===== config.mk =====
export PLATFORM = sky130hd
export DESIGN_NAME = mem_access_ctrl
export DESIGN_NICKNAME = d
export VERILOG_FILES = /design/src/rtl/riscv_pkg.sv /design/src/rtl/mem_timeout_ctr.sv /design/src/rtl/mem_access_ctrl.sv
export SDC_FILE = /design/constraint.sdc
export NUM_CORES = 1
export LEC_CHECK = 0
export BUFFER_PORTS_ARGS = -buffer_cell sky130_fd_sc_hd__buf_2
export CAP_MARGIN = 20
export CORE_ASPECT_RATIO = 0.5
export CORE_MARGIN = 2
export CORE_UTILIZATION = 27
export CTS_BUF_LIST = sky130_fd_sc_hd__clkbuf_2
export DETAILED_ROUTE_END_ITERATION = 8
export SLEW_MARGIN = 0
export SYNTH_ARGS = -nofsm -noshare
export SYNTH_HDL_FRONTEND = slang
export SYNTH_SLANG_ARGS = --single-unit

===== constraint.sdc =====
create_clock -name clk -period 1.52 [get_ports clk]
set_input_delay 0.076 -clock clk [delete_from_list [all_inputs] [get_ports clk]]
set_output_delay 0.076 -clock clk [all_outputs]
set_load 0.03 [all_outputs]

===== src/rtl/riscv_pkg.sv =====
// Shared definitions for the MEM-stage data-memory access controller.
package riscv_pkg;

    typedef enum logic [1:0] {
        IDLE = 2'd0,
        BUSY = 2'd1,
        DONE = 2'd2
    } mem_state_t;

    localparam int         XLEN          = 64;
    localparam logic [2:0] DW_ALIGN_MASK = 3'b111;

endpackage


===== src/rtl/mem_timeout_ctr.sv =====
// Wait-cycle counter for an outstanding access; o_expired flags the last permitted BUSY cycle.
module mem_timeout_ctr #(
    parameter int TIMEOUT = 255
)(
    input  logic i_clk,
    input  logic i_rst_n,
    input  logic i_clr,
    input  logic i_en,
    output logic o_expired
);

    localparam int CNT_W = $clog2(TIMEOUT + 1);

    logic [CNT_W-1:0] r_count;

    always_ff @(posedge i_clk or negedge i_rst_n) begin
        if (!i_rst_n) begin
            r_count <= '0;
        end else if (i_clr) begin
            r_count <= '0;
        end else if (i_en) begin
            r_count <= r_count + CNT_W'(1);
        end
    end

    assign o_expired = (r_count == CNT_W'(TIMEOUT - 1));

endmodule


===== src/rtl/mem_access_ctrl.sv =====
// MEM-stage data-memory sequencer: issues one req/ack access per load/store, stalls the pipeline
// until it completes, and returns the load result (or 0 on fault) for IR4.
module mem_access_ctrl
    import riscv_pkg::*;
#(
    parameter int ADDR_W  = XLEN,
    parameter int DATA_W  = XLEN,
    parameter int TIMEOUT = 255
)(
    input  logic              clk,
    input  logic              reset,
    input  logic              valid_IR3,
    input  logic              MemRead_IR3,
    input  logic              MemWrite_IR3,
    input  logic [ADDR_W-1:0] Mem_Addr,
    input  logic [DATA_W-1:0] Write_Data,
    output logic              dmem_req,
    output logic              dmem_we,
    output logic [ADDR_W-1:0] dmem_addr,
    output logic [DATA_W-1:0] dmem_wdata,
    input  logic              dmem_ack,
    input  logic [DATA_W-1:0] dmem_rdata,
    input  logic              dmem_err,
    output logic              stall,
    output logic [DATA_W-1:0] Read_Data,
    output logic              mem_fault
);

    mem_state_t        r_state;
    mem_state_t        w_next;
    logic              w_access;
    logic              w_aligned;
    logic              w_stall;
    logic              w_expired;
    logic              r_req;
    logic              r_we;
    logic [ADDR_W-1:0] r_addr;
    logic [DATA_W-1:0] r_wdata;
    logic [DATA_W-1:0] r_rdata;
    logic              r_fault;

    assign w_access  = valid_IR3 & (MemRead_IR3 | MemWrite_IR3);
    assign w_aligned = ((Mem_Addr[2:0] & DW_ALIGN_MASK) == 3'b000);

    mem_timeout_ctr #(
        .TIMEOUT (TIMEOUT)
    ) u_timeout (
        .i_clk     (clk),
        .i_rst_n   (reset),
        .i_clr     (r_state != BUSY),
        .i_en      (r_state == BUSY),
        .o_expired (w_expired)
    );

    always_ff @(posedge clk or negedge reset) begin
        if (!reset) begin
            r_state <= IDLE;
        end else begin
            r_state <= w_next;
        end
    end

    always_comb begin
        w_next  = r_state;
        w_stall = 1'b0;
        case (r_state)
            IDLE: begin
                if (w_access) begin
                    w_stall = 1'b1;
                    w_next  = w_aligned ? BUSY : DONE;
                end
            end
            BUSY: begin
                w_stall = 1'b1;
                if (dmem_ack || w_expired) begin
                    w_next = DONE;
                end
            end
            DONE: begin
                w_next = IDLE;
            end
            default: begin
                w_next = IDLE;
            end
        endcase
    end

    // Fault is set only on the transition into DONE, so it is a single-cycle pulse there.
    always_ff @(posedge clk or negedge reset) begin
        if (!reset) begin
            r_req   <= 1'b0;
            r_we    <= 1'b0;
            r_addr  <= '0;
            r_wdata <= '0;
            r_rdata <= '0;
            r_fault <= 1'b0;
        end else begin
            r_fault <= 1'b0;
            case (r_state)
                IDLE: begin
                    if (w_access) begin
                        if (w_aligned) begin
                            r_req   <= 1'b1;
                            r_we    <= MemWrite_IR3;
                            r_addr  <= Mem_Addr;
                            r_wdata <= Write_Data;
                        end else begin
                            r_rdata <= '0;
                            r_fault <= 1'b1;
                        end
                    end
                end
                BUSY: begin
                    if (dmem_ack) begin
                        r_req <= 1'b0;
                        if (dmem_err) begin
                            r_rdata <= '0;
                            r_fault <= 1'b1;
                        end else if (!r_we) begin
                            r_rdata <= dmem_rdata;
                        end
                    end else if (w_expired) begin
                        r_req   <= 1'b0;
                        r_rdata <= '0;
                        r_fault <= 1'b1;
                    end
                end
                default: begin
                end
            endcase
        end
    end

    assign dmem_req   = r_req;
    assign dmem_we    = r_we;
    assign dmem_addr  = r_addr;
    assign dmem_wdata = r_wdata;
    assign Read_Data  = r_rdata;
    assign mem_fault  = r_fault;
    assign stall      = w_stall & reset;

endmodule


==> out/qor.txt, run 1 <==
Ranking of synthesized cells by area: dfrtp_1 (67%), mux2_2 (19%), a22o_1 (7.5%)
Die width: 242 µm
Post-Syn Instances: 471
Warnings, synthesis: 0
EDFF count, synth: 0
Dpl hpwl: 16200 µm
Dominant cell by count in the synthesized netlist: dfrtp_1
RePlAce Congestion: 0.821
Top cell type's share of synthesized area: 0.673
Post-CTS setup buffer count: 28
Avg Cell Area, Syn: 16.2 µm²
Synth Flop Type: dfrtp_1
Placement Rows: 43
CTS Buf Count: 49
Mapped Area: 7620 µm²
Die Span Y: 123 µm
Initial Utilization: 0.275
Post-synth top cells: dfrtp_1 (205), mux2_2 (126), a22o_1 (65)
Clk sinks: 205
Post-CTS sizing: 371
Max H-tree Level: 2
Synth cell types: 30
Asr flop ratio synth: 1.00
Synth Register Bits: 205
Post-synthesis sequential area ratio: 0.673
Status: did not finish
Port Buf Inserts: 394
Hold_buf cts: 272
Exit stage: clock tree synthesis (4_1_cts)
Num ports: 395
Clock Path Buffers: 3
Yosys top cell by area: dfrtp_1
Clk root buf: clkbuf_2
First Err: [ERROR RSZ-0060] Max buffer count reached.
Syn nets: 672
## per-stage QoR
| step | instance area [µm²] | instances | setup slack (ps) | TNS (ps) |
|---|---|---|---|---|
| 2_1_floorplan | 7620 | 471 | -146 | -8850 |
| 3_3_place_gp | 10200 | 1240 | -160 | -8580 |
| 3_5_place_dp | 10200 | 1240 | -171 | -9040 |
## kinds of logic after synthesis
family / Yosys count / share of synthesized area
multiplexers: 126 / 0.186
XOR/XNOR: 5 / 0.00575
AO/OA/AOI/OAI: 73 / 0.0832
AND/OR/NAND/NOR: 30 / 0.0210
flip-flops: 205 / 0.673
buffers and inverters: 30 / 0.0277
adder cells (fa/ha/maj): 2 / 0.00328
==> inputs of run 2 (changes only) <==
CORE_ASPECT_RATIO = default   (was 0.5)
CORE_UTILIZATION = 20   (was 27)
CTS_BUF_LIST = default   (was sky130_fd_sc_hd__clkbuf_2)
PLACE_DENSITY_LB_ADDON = 0.15   (was default)
clock period = 2 ns   (was 1.52 ns; I/O delays follow)
==> out/qor.txt, run 2 <==
Status: finished, final reports clean
Flop pwr share: 0.387
Dominant cell by count in the synthesized netlist: dfrtp_1
Pin count of the biggest net entering global routing: 92
Num ports: 395 (unchanged)
Top cell type's share of synthesized area: 0.673 (unchanged)
P&R area growth vs syn: 70.3%
Mapped Area: 7620 µm² (unchanged)
Peak Freq: 0.541 GHz
Final hold violations: 0
Final net count: 1273
Clock power share: 0.318
Pins Over Slew Limit: 0
CP bufs+invs: 1
Overflow after GRT: 0
Asr flop ratio synth: 1.00 (unchanged)
Synth Register Bits: 205 (unchanged)
Met2 GRT Util: 0.182
Maxcap violations: 0
Switching Power: 4.58 mW
Synth cell types: 30 (unchanged)
Port Buf Inserts: 394 (unchanged)
Syn nets: 672 (unchanged)
Critical-path maximum fanout: 3
Dpl hpwl: 15300 µm (-5.5%)
P_leak: 6.58 nW
Clk_lat worst skew: 520 ps
Slew headroom: 0.651
Placement Rows: 71 (+65%)
Avg Cell Area, Syn: 16.2 µm² (unchanged)
Filler cells: 3750
R2r setup slk: 150 ps
PD cells: 1060 nW/µm²
DRC: 0
Post-route ant nets: 0
Commonest non-fill, non-tap cells in the layout: buf_2 (393), dfrtp_1 (205), dlygate4sd3_1 (196)
Worst Clk Skew: 15.5 ps
Drt pass-1 iters: 4
Area occupied by multi-input gates: 2300 µm²
Vias per inst: 3.86
Warnings, synthesis: 0 (unchanged)
Initial DRC Count: 74
Post-synth top cells: dfrtp_1 (205), mux2_2 (126), a22o_1 (65)
Initial Utilization: 0.203 (-0.0723)
FF-to-FF End: mem_fault$_DFF_PN0_
CP max stage delay: 550 ps
Slack of the critical path: 153 ps
Layout cell share with drive strength beyond 1: 0.529
Crit path cell chain: ha_1, and3_1, a31o_2, nand2b_4, o21ai_0, dlygate4sd3_1
Ranking of synthesized cells by area: dfrtp_1 (67%), mux2_2 (19%), a22o_1 (7.5%)
Gate power share: 0.295
R2r startpoint: u_timeout.r_count[1]$_DFF_PN0_
Switching share of power: 0.334
EDFF count, synth: 0 (unchanged)
CTS Buf Count: 25 (-49%)
DR vias: 6181
CTS tree: done
Clk root buf: clkbuf_16
Global routing's busiest layer: met2
Avg WL per Cell: 14.1 µm
Number of global-route vias before repair: 6471
Die width: 199 µm (-18%)
Fin area: 13000 µm²
Hold Crit Class: in2async
Routed Wire Length: 22600 µm
Setup_tns: 0 ps
CP Class: reg2reg
Met1 usage: 0.126
Pint: 9.13 mW
Core box area: 37600 µm²
Placed Instance Area: 10200 µm² (+0.60%)
Crit. End Element: register
Total power: 13.7 mW
ANT cells: 0
Critical Path Source: u_timeout.r_count[1]$_DFF_PN0_
Max H-tree Level: 1 (-1)
Post-Syn Instances: 471 (unchanged)
Gr usage total: 0.107
Met3 Use GR: 0.0405
Die Span Y: 199 µm (+62%)
Period utilization: 0.923
Clock-pin slew on the worst setup and hold paths: 60 ps
Clk sinks: 205 (unchanged)
Yosys top cell by area: dfrtp_1
Post-synthesis sequential area ratio: 0.673 (unchanged)
Min Tclk post-route: 1850 ps
RePlAce Congestion: 0.683 (-17%)
DIE AREA: 39700 µm²
WP data required: 2400 ps
Worst Tran Pin Value: 524 ps
Setup violations, final: 0
Synth Flop Type: dfrtp_1
Commonest non-fill, non-tap cell in the layout: buf_2
Critical path's slowest cell: dlygate4sd3_1
CP delay by family, top: buffers and inverters
Dpl ws: 179 ps (+350 ps)
Unrepaired setup endpoints after global routing: no
FF+latch area: 5130 µm²
Clock Path Buffers: 3 (unchanged)
Cells on worst reg2reg path: 6
Arrival @ worst endpoint: 2250 ps
Critical path startpoint category: register
Global-route wire length before repair: 34200 µm
Initial antenna violation count: 0
VDD IR max: 0.654 mV
## run 2: area by class of cell
type	instances	share of cell area
Sequential cell	205	0.395
Multi-Input combinational cell	236	0.177
Clock buffer	40	0.0572
Inverter	1	0.000289
Timing Repair Buffer	603	0.317
Tap cell	511	0.0492
Clock inverter	5	0.00386
## run 2: cells by family (layout without fill, tap and decap cells)
| kind of cell | Yosys count | count (layout) | share of synthesized area |
|---|---|---|---|
| DFF | 205 | 205 | 0.673 |
| muxes | 126 | 126 | 0.186 |
| AOI/OAI and AO/OA | 73 | 73 | 0.0832 |
| and+or+nand+nor | 30 | 30 | 0.0210 |
| buffers and inverters | 30 | 649 | 0.0277 |
| xor gates and xnor gates | 5 | 5 | 0.00575 |
| adders and majority gates | 2 | 2 | 0.00328 |
## run 2: power by group through the flow
stage | Clock, mW | Combinational [mW] | Sequential [mW]
final | 4.36 | 4.04 | 5.31
after global routing | 4.73 | 4.30 | 5.42
after CTS | 4.58 | 4.10 | 5.31
after detailed placement | 0 | 3.79 | 5.37
after global placement | 0 | 3.78 | 5.36
after floorplan | 0 | 0.811 | 6.99
## run 2: layer usage
metal	routed length (µm)	vias up	share of wire
met5	0	-	0
met4	602	0	0.027
met3	2090	33	0.092
met2	10900	229	0.48
met1	9030	3011	0.40
li1	-	2908	-
## run 2: what timing repair did
action / 4_1_cts / 5_1_grt
hold buffers: 196 / 0
setup endpoints to repair: 0 / 1
gates resized for setup: 0 / 1
hold endpoints to repair: 398 / 0
setup buffers: 0 / 1
## run 2: stage by stage
stage | instances | hold WS [ps] | utilization
final | 1601 | 69.8 | 0.345
after detailed placement | 1359 | 50.3 | 0.272
after global placement | 1359 | 53.5 | 0.272
after CTS | 1600 | 27.3 | 0.345
after global routing | 1601 | 64.0 | 0.345
after floorplan | 471 | -196 | -
## run 2: worst max path at each step
stage          slack, ps  cells after the start                         end
4_1_cts               50                      7         mem_fault$_DFF_PN0_
3_3_place_gp         220                      7   Read_Data[39]$_DFFE_PN0P_
3_5_place_dp         180                      4  dmem_wdata[61]$_DFFE_PN0P_
5_1_grt               60                      6         mem_fault$_DFF_PN0_
2_1_floorplan        330                      5   Read_Data[10]$_DFFE_PN0P_
6_report             150                      6         mem_fault$_DFF_PN0_
Note: power is estimated with default switching activity, not from simulation.
==> inputs of run 3 (changes only) <==
SYNTH_HIERARCHICAL = 1   (was default)
==> out/qor.txt, run 3 <==
Status: finished with violations
Failing checks: setup timing
DRC: 0 (unchanged)
Pins Over Slew Limit: 0 (unchanged)
Overflow after GRT: 0 (unchanged)
Slew headroom: 0.680 (+0.0294)
P_leak: 7.12 nW (+8.2%)
Peak Freq: 0.475 GHz (-12%)
Commonest non-fill, non-tap cells in the layout: buf_2 (393), dfrtp_1 (205), dlygate4sd3_1 (196)
Mapped Area: 8290 µm² (+8.8%)
Clk sinks: 205 (unchanged)
Period utilization: 1.05 (+0.129)
Routed Wire Length: 27100 µm (+20%)
Number of global-route vias before repair: 7617 (+18%)
Warnings, synthesis: 6 (+6)
Dpl hpwl: 19300 µm (+26%)
Yosys top cell by area: dfrtp_1
Max H-tree Level: 1 (unchanged)
CP bufs+invs: 4 (+3)
Critical path startpoint category: register
Arrival @ worst endpoint: 2560 ps (+310 ps)
CTS tree: done
Die Span Y: 208 µm (+4.2%)
Post-Syn Instances: 609 (+29%)
CP Class: reg2reg
Unrepaired setup endpoints after global routing: yes
Commonest non-fill, non-tap cell in the layout: buf_2
Critical path's slowest cell: or4b_4
Fin Hold WS: 16.5 ps (-53.3 ps)
Synth cell types: 34 (+13%)
Initial DRC Count: 121 (+64%)
Avg Cell Area, Syn: 13.6 µm² (-16%)
DR vias: 6907 (+12%)
CTS Buf Count: 26 (+4.0%)
Clock Path Buffers: 3 (unchanged)
EDFF count, synth: 0 (unchanged)
Post-synthesis sequential area ratio: 0.618 (-0.0544)
Avg WL per Cell: 15.1 µm (+7.1%)
Synth Flop Type: dfrtp_1
CP max stage delay: 480 ps (-70 ps)
Dominant cell by count in the synthesized netlist: dfrtp_1
CP delay by family, top: simple AND/OR/NAND/NOR gates
Final net count: 1445 (+14%)
Worst Tran Pin Value: 480 ps (-44.2 ps)
Layout cell share with drive strength beyond 1: 0.421 (-0.108)
VDD IR max: 0.640 mV (-2.3%)
P&R area growth vs syn: 69.6%
Ranking of synthesized cells by area: dfrtp_1 (62%), mux2_1 (12%), mux2i_1 (7.8%)
Hold Crit Class: in2async
Initial antenna violation count: 0 (unchanged)
Most used cell, CP: buf_6
Asr flop ratio synth: 1.00 (unchanged)
Global-route wire length before repair: 42200 µm (+23%)
Die width: 208 µm (+4.2%)
Critical-path maximum fanout: 6 (+3)
Post-synth top cells: dfrtp_1 (205), mux2_1 (85), inv_1 (68)
Slack of the critical path: -104 ps (-257 ps)
Clk root buf: clkbuf_16
ANT cells: 0 (unchanged)
Final non-filler cell total: 1792 (+12%)
Post-route ant nets: 0 (unchanged)
Initial Utilization: 0.203 (-0.000205)
Clk_lat worst skew: 530 ps (about the same)
Gr usage total: 0.121 (+0.0133)
Worst Clk Skew: 7.77 ps (-7.77 ps)
Maxcap violations: 0 (unchanged)
Top cell type's share of synthesized area: 0.618 (-0.0544)
Port Buf Inserts: 394 (unchanged)
DIE AREA: 43100 µm² (+8.6%)
Setup violations, final: 64 (+64)
Placed insts: 1540 (+13%)
Num ports: 395 (unchanged)
Crit. End Element: register
Synth Register Bits: 205 (unchanged)
Clock-pin slew on the worst setup and hold paths: 60 ps (about the same)
Syn nets: 810 (+21%)
Placement Rows: 74 (+4.2%)
Min Tclk post-route: 2100 ps (+257 ps)
PD cells: 1000 nW/µm² (-5.3%)
Final hold violations: 0 (unchanged)
Pin count of the biggest net entering global routing: 84 (-8.7%)
Crit path cell chain: inv_1, ha_2, nand3_2, nor2_2, or4b_4, o211ai_1, a221o_4, buf_12, buf_6, buf_6, mux2i_1
Vias per inst: 3.85 (-0.16%)
Core box area: 40900 µm² (+8.9%)
Total power: 14.1 mW (+2.6%)
Drt pass-1 iters: 4 (unchanged)
WP data required: 2460 ps (+60 ps)
RePlAce Congestion: 0.731 (+7.1%)
-- run 3: changes by cell type in the layout (fill, tap and decap cells not counted), moves of 4 or more --
cell | previous run | this run
clkbuf_1 | 9 | 5
mux2i_1 | 0 | 65
clkbuf_16 | 25 | 29
a22o_1 | 65 | 0
mux2_2 | 126 | 41
mux2_1 | 0 | 85
nand2_1 | 3 | 67
buf_4 | 7 | 32
inv_1 | 1 | 68
-- run 3: cell type report --
type	instances	area (µm²)
inverter	68	255
clock buffer	40	805
timing repair buffer	638	4480
fill	4174	26900
sequential	205	5130
clock inverter	4	47.5
multi-input combinational	305	2680
tap	532	666
-- run 3: report_power, final --
| group | total, mW | internal, mW | switching (mW) |
|---|---|---|---|
| registers | 5.29 | 4.91 | 0.373 |
| clock network | 4.69 | 2.86 | 1.83 |
| logic | 4.09 | 1.54 | 2.55 |
-- run 3: cell families after synthesis --
kind of cell               Yosys count  share of synthesized area
buffers and inverters               99                     0.0622
AOI/OAI and AO/OA                   14                     0.0109
and+or+nand+nor                     94                     0.0517
muxes                              191                      0.250
DFF                                205                      0.618
xor gates and xnor gates             4                    0.00422
adders and majority gates            2                    0.00302
-- run 3: worst paths after layout --
kind                                                  start                        end  slack, ps  depth (start not counted)
hold / removal                                        reset  Read_Data[55]$_DFFE_PN0P_         20                          2
setup / recovery           u_timeout/r_count[0]$_DFFE_PN0P_  Read_Data[16]$_DFFE_PN0P_       -100                         11
max in group asynchronous                             reset  Read_Data[60]$_DFFE_PN0P_       1210                          3
setup reg to reg           u_timeout/r_count[0]$_DFFE_PN0P_  Read_Data[16]$_DFFE_PN0P_       -100                         11
min in group clk                                   dmem_err  Read_Data[41]$_DFFE_PN0P_         80                          5
hold reg to reg                   dmem_addr[61]$_DFFE_PN0P_  dmem_addr[61]$_DFFE_PN0P_        470                          1
-- run 3: per-layer routing --
layer	track usage	share of wire	up-vias	wire length, µm
met5	0	0	-	0
met4	0.0364	0.023	0	635
met3	0.0463	0.098	42	2650
met2	0.194	0.46	285	12400
met1	0.149	0.42	3304	11400
li1	-	-	3276	-
-- run 3: what timing repair did --
item / 4_1_cts / 5_1_grt
hold buffers: 196 / 0
gates cloned: 0 / 3
endpoints found under the hold margin: 398 / 0
resized for setup: 4 / 8
setup endpoints to repair: 63 / 66
buffers inserted: 6 / 3
-- run 3: per-stage QoR --
step	setup TNS (ps)	util	area, µm²	setup WS [ps]
after CTS	-4860	0.340	13900	-121
after global routing	-10500	0.344	14100	-194
after detailed placement	-4520	0.270	11100	-97.4
final	-3640	0.344	14100	-104
after floorplan	-3330	-	8300	-55.4
after global placement	-3240	0.270	11100	-72.4
